===== src/rtl/branch_sequencer.sv =====
// Next-PC controller for the KGP-RISC core: owns the program counter and the
// return-address stack, and sequences fetch with one bubble after each redirect.
module branch_sequencer #(
   parameter int              PC_W      = 10,
   parameter int              RAS_DEPTH = 8,
   parameter logic [PC_W-1:0] RESET_PC  = {PC_W{1'b0}}
) (
   input  logic                           clk,
   input  logic                           rst,
   input  logic                           start,
   input  logic                           instr_valid,
   input  logic                           stall,
   input  logic [1:0]                     opcode,
   input  logic [3:0]                     fcode,
   input  logic [15:0]                    label,
   input  logic                           carry_flag,
   input  logic                           zero_flag,
   input  logic                           overflow_flag,
   input  logic                           sign_flag,
   output logic [PC_W-1:0]                pc,
   output logic                           fetch_en,
   output logic                           flush,
   output logic [PC_W-1:0]                ra_top,
   output logic [$clog2(RAS_DEPTH):0]     ras_count,
   output logic                           fault,
   output logic [1:0]                     fault_code
);

   localparam int IDX_W = $clog2(RAS_DEPTH);
   localparam int CNT_W = IDX_W + 1;
   localparam logic [CNT_W-1:0] FULL_CNT = CNT_W'(RAS_DEPTH);
   localparam logic [CNT_W-1:0] CNT_ONE  = {{(CNT_W-1){1'b0}}, 1'b1};
   localparam logic [CNT_W-1:0] CNT_TWO  = {{(CNT_W-2){1'b0}}, 2'b10};

   typedef enum logic [1:0] {
      S_IDLE   = 2'b00,
      S_RUN    = 2'b01,
      S_BUBBLE = 2'b10,
      S_FAULT  = 2'b11
   } state_e;

   state_e              state_q, state_d;
   logic [PC_W-1:0]     pc_q, pc_d;
   logic [CNT_W-1:0]    cnt_q, cnt_d;
   logic [PC_W-1:0]     top_q, top_d;
   logic [1:0]          fcode_q, fcode_d;
   logic                fetch_en_q, fetch_en_d;
   logic                flush_q, flush_d;
   logic                fault_q, fault_d;
   logic [PC_W-1:0]     stack_q [RAS_DEPTH];

   logic                push_s;
   logic                cond_s;
   logic [PC_W-1:0]     pc_inc_s;
   logic [PC_W-1:0]     target_s;
   logic [CNT_W-1:0]    below_s;

   assign pc_inc_s = pc_q + {{(PC_W-1){1'b0}}, 1'b1};
   assign target_s = label[PC_W-1:0];
   assign below_s  = cnt_q - CNT_TWO;

   // Condition evaluation for the flag-qualified branch codes
   always_comb begin
      cond_s = 1'b0;
      case (fcode)
         4'b0100: cond_s = zero_flag;
         4'b0101: cond_s = ~zero_flag;
         4'b0110: cond_s = sign_flag;
         4'b0111: cond_s = ~sign_flag;
         4'b1001: cond_s = carry_flag;
         4'b1010: cond_s = ~carry_flag;
         4'b1011: cond_s = overflow_flag;
         4'b1100: cond_s = ~overflow_flag;
         default: cond_s = 1'b0;
      endcase
   end

   // Next-state, next-PC and stack bookkeeping
   always_comb begin
      state_d = state_q;
      pc_d    = pc_q;
      cnt_d   = cnt_q;
      top_d   = top_q;
      fcode_d = fcode_q;
      push_s  = 1'b0;
      case (state_q)
         S_IDLE: begin
            if (!stall && start) begin
               state_d = S_RUN;
               pc_d    = RESET_PC;
            end else begin
               state_d = S_IDLE;
            end
         end
         S_RUN: begin
            if (!stall && instr_valid) begin
               if (opcode != 2'b11) begin
                  pc_d = pc_inc_s;
               end else begin
                  case (fcode)
                     4'b0000, 4'b0011: begin
                        pc_d    = target_s;
                        state_d = S_BUBBLE;
                     end
                     4'b0001: begin
                        if (cnt_q == FULL_CNT) begin
                           state_d = S_FAULT;
                           fcode_d = 2'b01;
                        end else begin
                           push_s  = 1'b1;
                           cnt_d   = cnt_q + CNT_ONE;
                           top_d   = pc_inc_s;
                           pc_d    = target_s;
                           state_d = S_BUBBLE;
                        end
                     end
                     4'b0010: begin
                        if (cnt_q == {CNT_W{1'b0}}) begin
                           state_d = S_FAULT;
                           fcode_d = 2'b10;
                        end else begin
                           cnt_d   = cnt_q - CNT_ONE;
                           top_d   = (cnt_q >= CNT_TWO) ? stack_q[below_s[IDX_W-1:0]]
                                                        : {PC_W{1'b0}};
                           pc_d    = top_q;
                           state_d = S_BUBBLE;
                        end
                     end
                     4'b0100, 4'b0101, 4'b0110, 4'b0111,
                     4'b1001, 4'b1010, 4'b1011, 4'b1100: begin
                        if (cond_s) begin
                           pc_d    = target_s;
                           state_d = S_BUBBLE;
                        end else begin
                           pc_d = pc_inc_s;
                        end
                     end
                     default: begin
                        state_d = S_FAULT;
                        fcode_d = 2'b11;
                     end
                  endcase
               end
            end else begin
               state_d = S_RUN;
            end
         end
         S_BUBBLE: begin
            if (!stall) begin
               state_d = S_RUN;
            end else begin
               state_d = S_BUBBLE;
            end
         end
         S_FAULT: begin
            state_d = S_FAULT;
         end
         default: begin
            state_d = S_IDLE;
         end
      endcase
   end

   // Output flags follow the state being entered so they are registered
   always_comb begin
      fetch_en_d = (state_d == S_RUN) || (state_d == S_BUBBLE);
      flush_d    = (state_d == S_BUBBLE);
      fault_d    = (state_d == S_FAULT);
   end

   // Control and status registers
   always_ff @(posedge clk or posedge rst) begin
      if (rst) begin
         state_q    <= S_IDLE;
         pc_q       <= RESET_PC;
         cnt_q      <= {CNT_W{1'b0}};
         top_q      <= {PC_W{1'b0}};
         fcode_q    <= 2'b00;
         fetch_en_q <= 1'b0;
         flush_q    <= 1'b0;
         fault_q    <= 1'b0;
      end else begin
         state_q    <= state_d;
         pc_q       <= pc_d;
         cnt_q      <= cnt_d;
         top_q      <= top_d;
         fcode_q    <= fcode_d;
         fetch_en_q <= fetch_en_d;
         flush_q    <= flush_d;
         fault_q    <= fault_d;
      end
   end

   // Stack storage; contents are meaningful only below cnt_q, so no reset
   always_ff @(posedge clk) begin
      if (push_s) begin
         stack_q[cnt_q[IDX_W-1:0]] <= pc_inc_s;
      end
   end

   assign pc         = pc_q;
   assign fetch_en   = fetch_en_q;
   assign flush      = flush_q;
   assign ra_top     = top_q;
   assign ras_count  = cnt_q;
   assign fault      = fault_q;
   assign fault_code = fcode_q;

endmodule


===== config.mk =====
export PLATFORM = sky130hd
export DESIGN_NAME = branch_sequencer
export DESIGN_NICKNAME = d
export VERILOG_FILES = /design/src/rtl/branch_sequencer.sv
export SDC_FILE = /design/constraint.sdc
export NUM_CORES = 1
export LEC_CHECK = 0
export ABC_AREA = 1
export BUFFER_PORTS_ARGS = -buffer_cell sky130_fd_sc_hd__buf_2
export CELL_PAD_IN_SITES_DETAIL_PLACEMENT = 0
export CELL_PAD_IN_SITES_GLOBAL_PLACEMENT = 1
export CORE_MARGIN = 2
export CORE_UTILIZATION = 26
export DETAILED_ROUTE_END_ITERATION = 10
export GPL_TIMING_DRIVEN = 0
export PLACE_DENSITY = 0.57
export SKIP_LAST_GASP = 1
export SLEW_MARGIN = 30
export SYNTH_ARGS = -nofsm -noshare
export SYNTH_HDL_FRONTEND = slang
export SYNTH_SLANG_ARGS = --single-unit

===== constraint.sdc =====
create_clock -name clk -period 2.9 [get_ports clk]
set_clock_uncertainty 0.15 [all_clocks]
set_input_delay 0.145 -clock clk [delete_from_list [all_inputs] [get_ports clk]]
set_output_delay 0.145 -clock clk [all_outputs]
set_load 0.1 [all_outputs]

==> results of run 1 <==
power by group:
part	switching, mW	internal (mW)	total, mW
clock network	0.581	0.583	1.16
logic	1.95	0.453	2.41
registers	0.154	2.01	2.17
total	2.69	3.05	5.74
cell type report:
class / instances / share of cell area [%]
inverter: 41 / 2.443
buffer: 19 / 1.708
multi-input combinational: 375 / 30.99
clock inverter: 7 / 0.7549
sequential: 111 / 50.48
timing repair buffer: 56 / 4.688
clock buffer: 9 / 3.576
tap: 270 / 5.364
stage by stage:
stage               hold WS [ns]  util [%]
floorplan                0.09844         -
global placement          0.3362     29.52
detailed placement        0.1540     29.62
CTS                     0.009088     31.10
global route             0.06228     31.13
finish                   0.01012     31.13
repair_timing:
item                                    in CTS  in global routing
pin swaps                                    0                  0
cloned                                       0                  0
hold endpoints to repair                    33                  0
hold buffers                                 3                  0
resized for setup                            1                  2
endpoints found under the setup margin       9                  9
cell families after synthesis:
group                      after synthesis  share of synthesized area (%)
DFF                                    111                          59.19
AOI/OAI and AO/OA                       91                          10.07
xor gates and xnor gates                10                          1.631
buffers and inverters                   61                          4.871
and+or+nand+nor                        264                          21.77
adders and majority gates               10                          2.470
cells in the final DEF, fill, tap and decap left out, types with 2 or more instances in the layout:
cell type,instances
a21oi_1,17
a31oi_1,3
buf_1,2
buf_2,60
buf_4,2
buf_6,2
clkbuf_1,4
clkbuf_16,9
clkinv_1,2
clkinv_4,2
dfrtp_1,30
dlygate4sd3_1,3
edfxtp_1,80
ha_1,8
inv_1,32
inv_2,8
nand2_1,122
nand2_2,9
nand2_4,2
nand3_1,27
nand3_2,3
nand3b_1,2
nand4_1,3
nor2_1,75
nor2_2,14
nor2_4,5
o211ai_1,6
o21ai_0,46
o21ai_2,2
o221ai_1,14
o22ai_1,2
xor2_1,9
worst paths after layout:
| path | endpoint | from |
|---|---|---|
| max | ra_top[8] | ras_count[1] |
| min | state_q[0] | stall |
| max reg2reg | ra_top[8] | ras_count[1] |
| min reg2reg | pc[6] | pc[6] |
| max in group asynchronous | ras_count[1] | rst |
| min in group asynchronous | state_q[1] | rst |
state kept, by name, summed over array words and instances, names as in the netlist:
register    cells
fault_code      2
fetch_en        1
state_q         2
pc             10
ra_top         10
fault           1
flush           1
ras_count       4
stack_q        80
worst max-delay path, delay by kind of cell (launching register included):
family                   cells  cell delay [ns]
adder cells (fa/ha/maj)      1             0.40
flip-flops                   1             0.45
AO/OA/AOI/OAI                3             0.39
buffers and inverters        5             1.16
metal layers:
layer	vias up	share of wire, %	GRT usage [%]
li1	1993	-	-
met1	1943	46	18.17
met2	74	49	24.09
met3	20	3.2	1.914
met4	0	1.8	5.096
met5	-	0	0
==> results.sh, run 1 <==
export IMPL_outcome="finished clean"
export IMPL_first_pass_grt_wire_length_mm=23.34
export IMPL_cp_max_stage_delay_ns=0.45
export IMPL_pin_count_of_the_biggest_net_entering_global_routing=32
export IMPL_floorplan_initialDensity_pct=26.53
export IMPL_post_synth_main_area_contributors="edfxtp_1, dfrtp_1, nand2_1, nor2_1, o21ai_0"
export IMPL_path_cells="buf_4, inv_1, clkbuf_4, ha_2, inv_1, clkbuf_2, o211ai_1, o211ai_1, a31oi_1"
export IMPL_hold_path_class="input pin to register"
export IMPL_antenna_found_initial=0
export IMPL_mean_routed_wirelength_per_cell_um=16.45
export IMPL_finalInstanceArea_um2=6299
export IMPL_worstSkewPairLatency_ns=0.36
export IMPL_first_global_vias=4177
export IMPL_yosysWarningCount=0
export IMPL_reg2reg_setup_slack_ns=0.22
export IMPL_synthDominantAreaCellType="edfxtp_1"
export IMPL_postPlaceCellArea_um2=5993
export IMPL_die_h_um=147.7
export IMPL_critPathKind="register to register"
export IMPL_totalNegativeSetupSlack_ns=0
export IMPL_power_static_leakage_nw=2.595
export IMPL_post_synth_top_area_fraction_pct=44.74
export IMPL_place_port_buffers=53
export IMPL_die_area_um2=21820
export IMPL_drt_total_wl_mm=14.61
export IMPL_h_tree_depth=3
export IMPL_yosysSeqAreaShare_pct=59.19
export IMPL_synth_main_ff_cell="edfxtp_1"
export IMPL_ctsLongestPathBuffers=2
export IMPL_tritoncts_num_buffers=9
export IMPL_layout_nets=654
export IMPL_critical_path_endpoint_type="register"
export IMPL_yosys_cell_types_count=34
export IMPL_final_report_setup_violation_count=0
export IMPL_final_total_power_mw=5.738
export IMPL_coreArea_um2=20230
export IMPL_fillCellCount=2083
export IMPL_max_slew_worst_pin_slew_ns=0.8566
export IMPL_n_antenna_cell=0
export IMPL_synth_edff_count=80
export IMPL_grt_setup_unrepaired="false"
export IMPL_hold_viol_final=0
export IMPL_routed_via_count=4030
export IMPL_max_slew_margin_pct=42.70
export IMPL_netlist_instances=547
export IMPL_synthArstFlopShare_pct=27.93
export IMPL_vdd_ir_drop_worst_uv=611.7
export IMPL_timing_final_ws_setup_ns=0.2183
export IMPL_synthesis_nets=588
export IMPL_cts_clk_slew_worst_paths_ns=0.08
export IMPL_area_occupied_by_multi_input_gates_um2=1952
export IMPL_cellPowerDensity_nw_per_um2=910.9
export IMPL_worst_ep_arrival_time_ns=2.76
export IMPL_final_layout_size_suffix_gt1_share_pct=20.87
export IMPL_startpoint_type="register"
export IMPL_route_detailed_vias_per_inst=4.538
export IMPL_critical_path_required_ns=2.97
export IMPL_cap_violations=0
export IMPL_post_cts_setup_buffer_count=0
export IMPL_globalplace_congestion=0.7570
export IMPL_synth_most_common_cell="nand2_1"
export IMPL_postSynthRegisterBits=111
export IMPL_critical_path_peak_fanout=12
export IMPL_syn_area_um2=5369
export IMPL_seq_area_um2=3179
export IMPL_post_layout_min_period_ns=2.682
export IMPL_dp_cells=870
export IMPL_cts_sinks=111
export IMPL_initialDrtViolationCount=219
export IMPL_stdcell_count=888
export IMPL_drc_errors=0
export IMPL_tritoncts="built"
export IMPL_hold_path_cell_count=4
export IMPL_place_hpwl_mm=10.66
export IMPL_area_growth_synth_to_final_pct=17.32
export IMPL_die_w_um=147.7
export IMPL_grtUsageTotal_pct=14.05
export IMPL_fin_crit_sh_pct=92.47
export IMPL_synth_top_cells_by_count="nand2_1, nor2_1, edfxtp_1"
export IMPL_final_number_of_max_transition_violations=0
export IMPL_grt_overflow_total=0
export IMPL_crit_path_top_delay_cell="dfrtp_2"
export IMPL_achievable_clock_frequency_mhz=372.9
export IMPL_io_pin_count=60
export IMPL_placementRows=52
export IMPL_drtPass1Iterations=4
export IMPL_synth_area_per_cell_um2=9.815
export IMPL_cell_at_the_root_of_the_clock_tree="clkbuf_16"
export IMPL_detailedPlace_worstSlack_ns=-0.3264
export IMPL_reg2reg_depth=9
export IMPL_route_antenna_remaining_nets=0
Power figures use the tool's default switching activity.
==> inputs of run 2 (changes only) <==
- CORE_ASPECT_RATIO: default -> 0.75
- GPL_TIMING_DRIVEN: 0 -> default
==> run 2 against run 1 <==
Effect of this change: clock power is 18% higher; count of clock-buffer cells in the layout stayed put; sequential power hardly changed; fmax is 21% higher; setup slack better by 0.47 ns; critical path type unchanged.
==> results.sh, run 2 (same netlist as run 1, synthesis figures left out) <==
export IMPL_startpoint_type="register"
export IMPL_cts_repair_resize_count=0
export IMPL_layout_cells_most_common_list="nand2_1, nor2_1, edfxtp_1, buf_2, o21ai_0"
export IMPL_cellPowerDensity_nw_per_um2=928.9
export IMPL_final_number_of_max_transition_violations=0
export IMPL_worstPathBufferInverterCount=3
export IMPL_ctsLongestPathBuffers=2
export IMPL_final_common_cell="nand2_1"
export IMPL_worstSkewPairLatency_ns=0.35
export IMPL_vdd_ir_drop_worst_uv=370.2
export IMPL_path_cells="inv_1, nor2_2, nand3_1, nor2_2, inv_1, nor2_1, nand2_1, nor2_1, buf_4"
export IMPL_critical_path_endpoint_type="register"
export IMPL_cp_max_stage_delay_ns=0.41
export IMPL_globalplace_congestion=0.7846
export IMPL_gr_usage_met1_pct=19.90
export IMPL_drt_total_wl_mm=13.97
export IMPL_utilization_pct=31.22
export IMPL_worst_ep_arrival_time_ns=2.11
export IMPL_placementRows=45
export IMPL_cts_clk_slew_worst_paths_ns=0.07
export IMPL_floorplan_initialDensity_pct=26.49
export IMPL_drtPass1Iterations=5
export IMPL_first_global_vias=3945
export IMPL_gr_usage_met3_pct=2.369
export IMPL_critical_path_peak_fanout=10
export IMPL_final_layout_size_suffix_gt1_share_pct=19.87
export IMPL_die_h_um=128.5
export IMPL_place_port_buffers=53
export IMPL_max_slew_margin_pct=42.66
export IMPL_critPathKind="register to register"
export IMPL_routed_via_count=3975
export IMPL_cell_family_contributing_the_most_delay_on_the_critical_path="simple AND/OR/NAND/NOR gates"
export IMPL_achievable_clock_frequency_mhz=451.3
export IMPL_dp_cells=853
export IMPL_busiest_layer="met2"
export IMPL_totalNegativeSetupSlack_ns=0
export IMPL_grtUsageTotal_pct=13.41
export IMPL_grt_overflow_total=0
export IMPL_tritoncts="built"
export IMPL_final_report_setup_violation_count=0
export IMPL_place_hpwl_mm=10.08
export IMPL_route_antenna_remaining_nets=0
export IMPL_first_pass_grt_wire_length_mm=22.01
export IMPL_layout_nets=650
export IMPL_h_tree_depth=3
export IMPL_initialDrtViolationCount=312
export IMPL_cts_sinks=111
export IMPL_io_pin_count=60
export IMPL_power_static_leakage_nw=2.644
export IMPL_met2_track_utilization_from_global_routing_pct=20.02
export IMPL_route_detailed_vias_per_inst=4.558
export IMPL_hold_path_class="input pin to register"
export IMPL_critical_path_required_ns=2.79
export IMPL_fin_crit_sh_pct=76.41
export IMPL_antenna_found_initial=0
export IMPL_die_w_um=169.9
export IMPL_grt_setup_unrepaired="false"
export IMPL_cap_violations=0
export IMPL_crit_path_top_delay_cell="dfrtp_1"
export IMPL_n_antenna_cell=0
export IMPL_post_layout_min_period_ns=2.216
export IMPL_mean_routed_wirelength_per_cell_um=16.02
export IMPL_die_area_um2=21830
export IMPL_tritoncts_num_buffers=9
export IMPL_max_slew_worst_pin_slew_ns=0.8572
export IMPL_outcome="finished clean"
export IMPL_largest_reg_flops=80
export IMPL_area_growth_synth_to_final_pct=17.85
export IMPL_post_cts_setup_buffer_count=0
export IMPL_pin_count_of_the_biggest_net_entering_global_routing=44
export IMPL_hold_viol_final=0
export IMPL_detailedPlace_worstSlack_ns=0.6557
export IMPL_cell_at_the_root_of_the_clock_tree="clkbuf_16"
export IMPL_stdcell_count=872
export IMPL_drc_errors=0
export IMPL_timing_final_ws_setup_ns=0.6841
export IMPL_coreArea_um2=20270
-- run 2: cell types whose count changed in the layout (fill, tap and decap cells not counted), sizes merged --
cell      delta
clkbuf       -6
clkinv       -3
inv          +3
buf          +2
bufinv       +2
clkinvlp     -2
-- run 2: final cells by class --
| cell class | count | area [µm²] |
|---|---|---|
| fill | 2118 | 13940 |
| timing repair buffer | 71 | 407.9 |
| inverter | 41 | 153.9 |
| clock inverter | 7 | 108.9 |
| multi-input combinational | 375 | 1929 |
| sequential | 111 | 3179 |
| clock buffer | 9 | 225.2 |
| tap | 258 | 322.8 |
-- run 2: repair_timing --
| item | 4_1_cts | 5_1_grt |
|---|---|---|
| hold buffers | 3 | 0 |
| endpoints found under the setup margin | 0 | 0 |
| endpoints found under the hold margin | 17 | 0 |
-- run 2: routing by layer --
metal | vias to the layer above | share of wire (%)
li1 | 1968 | -
met2 | 91 | 43
met5 | - | 0
met1 | 1906 | 51
met4 | 0 | 1.2
met3 | 10 | 4.3
-- run 2: worst min-delay path: cells and delay by family --
| family | cells | cell delay [ns] |
|---|---|---|
| AOI/OAI and AO/OA | 1 | 0.15 |
| buffers and inverters | 2 | 0.14 |
| and+or+nand+nor | 1 | 0.05 |
-- run 2: path summary, 6_finish.rpt --
kind / start / end / slack, ns / cells past startpoint
max: state_q[0] / stack_q[7][3] / 0.68 / 9
min: stall / state_q[0] / 0.02 / 4
max reg2reg: state_q[0] / stack_q[7][3] / 0.68 / 9
min reg2reg: pc[9] / pc[9] / 0.40 / 2
max in group asynchronous: rst / ras_count[1] / 1.59 / 4
min in group asynchronous: rst / pc[9] / 0.28 / 3
-- run 2: metrics by stage --
| step | hold WS, ns | power [mW] | area (µm²) |
|---|---|---|---|
| after floorplan | 0.09844 | 3.993 | 5370 |
| after global placement | 0.1196 | 4.532 | 5963 |
| after detailed placement | 0.1358 | 4.564 | 5963 |
| after CTS | 0.01816 | 5.946 | 6327 |
| after global routing | 0.05821 | 6.204 | 6327 |
| final | 0.02113 | 5.878 | 6327 |
-- run 2: power by group --
group          switching (mW)  leakage (nW)  internal, mW
Combinational            1.89          1.35         0.443
Sequential              0.167          1.13          2.01
Clock                   0.593         0.164         0.778
Total                    2.65          2.64          3.23
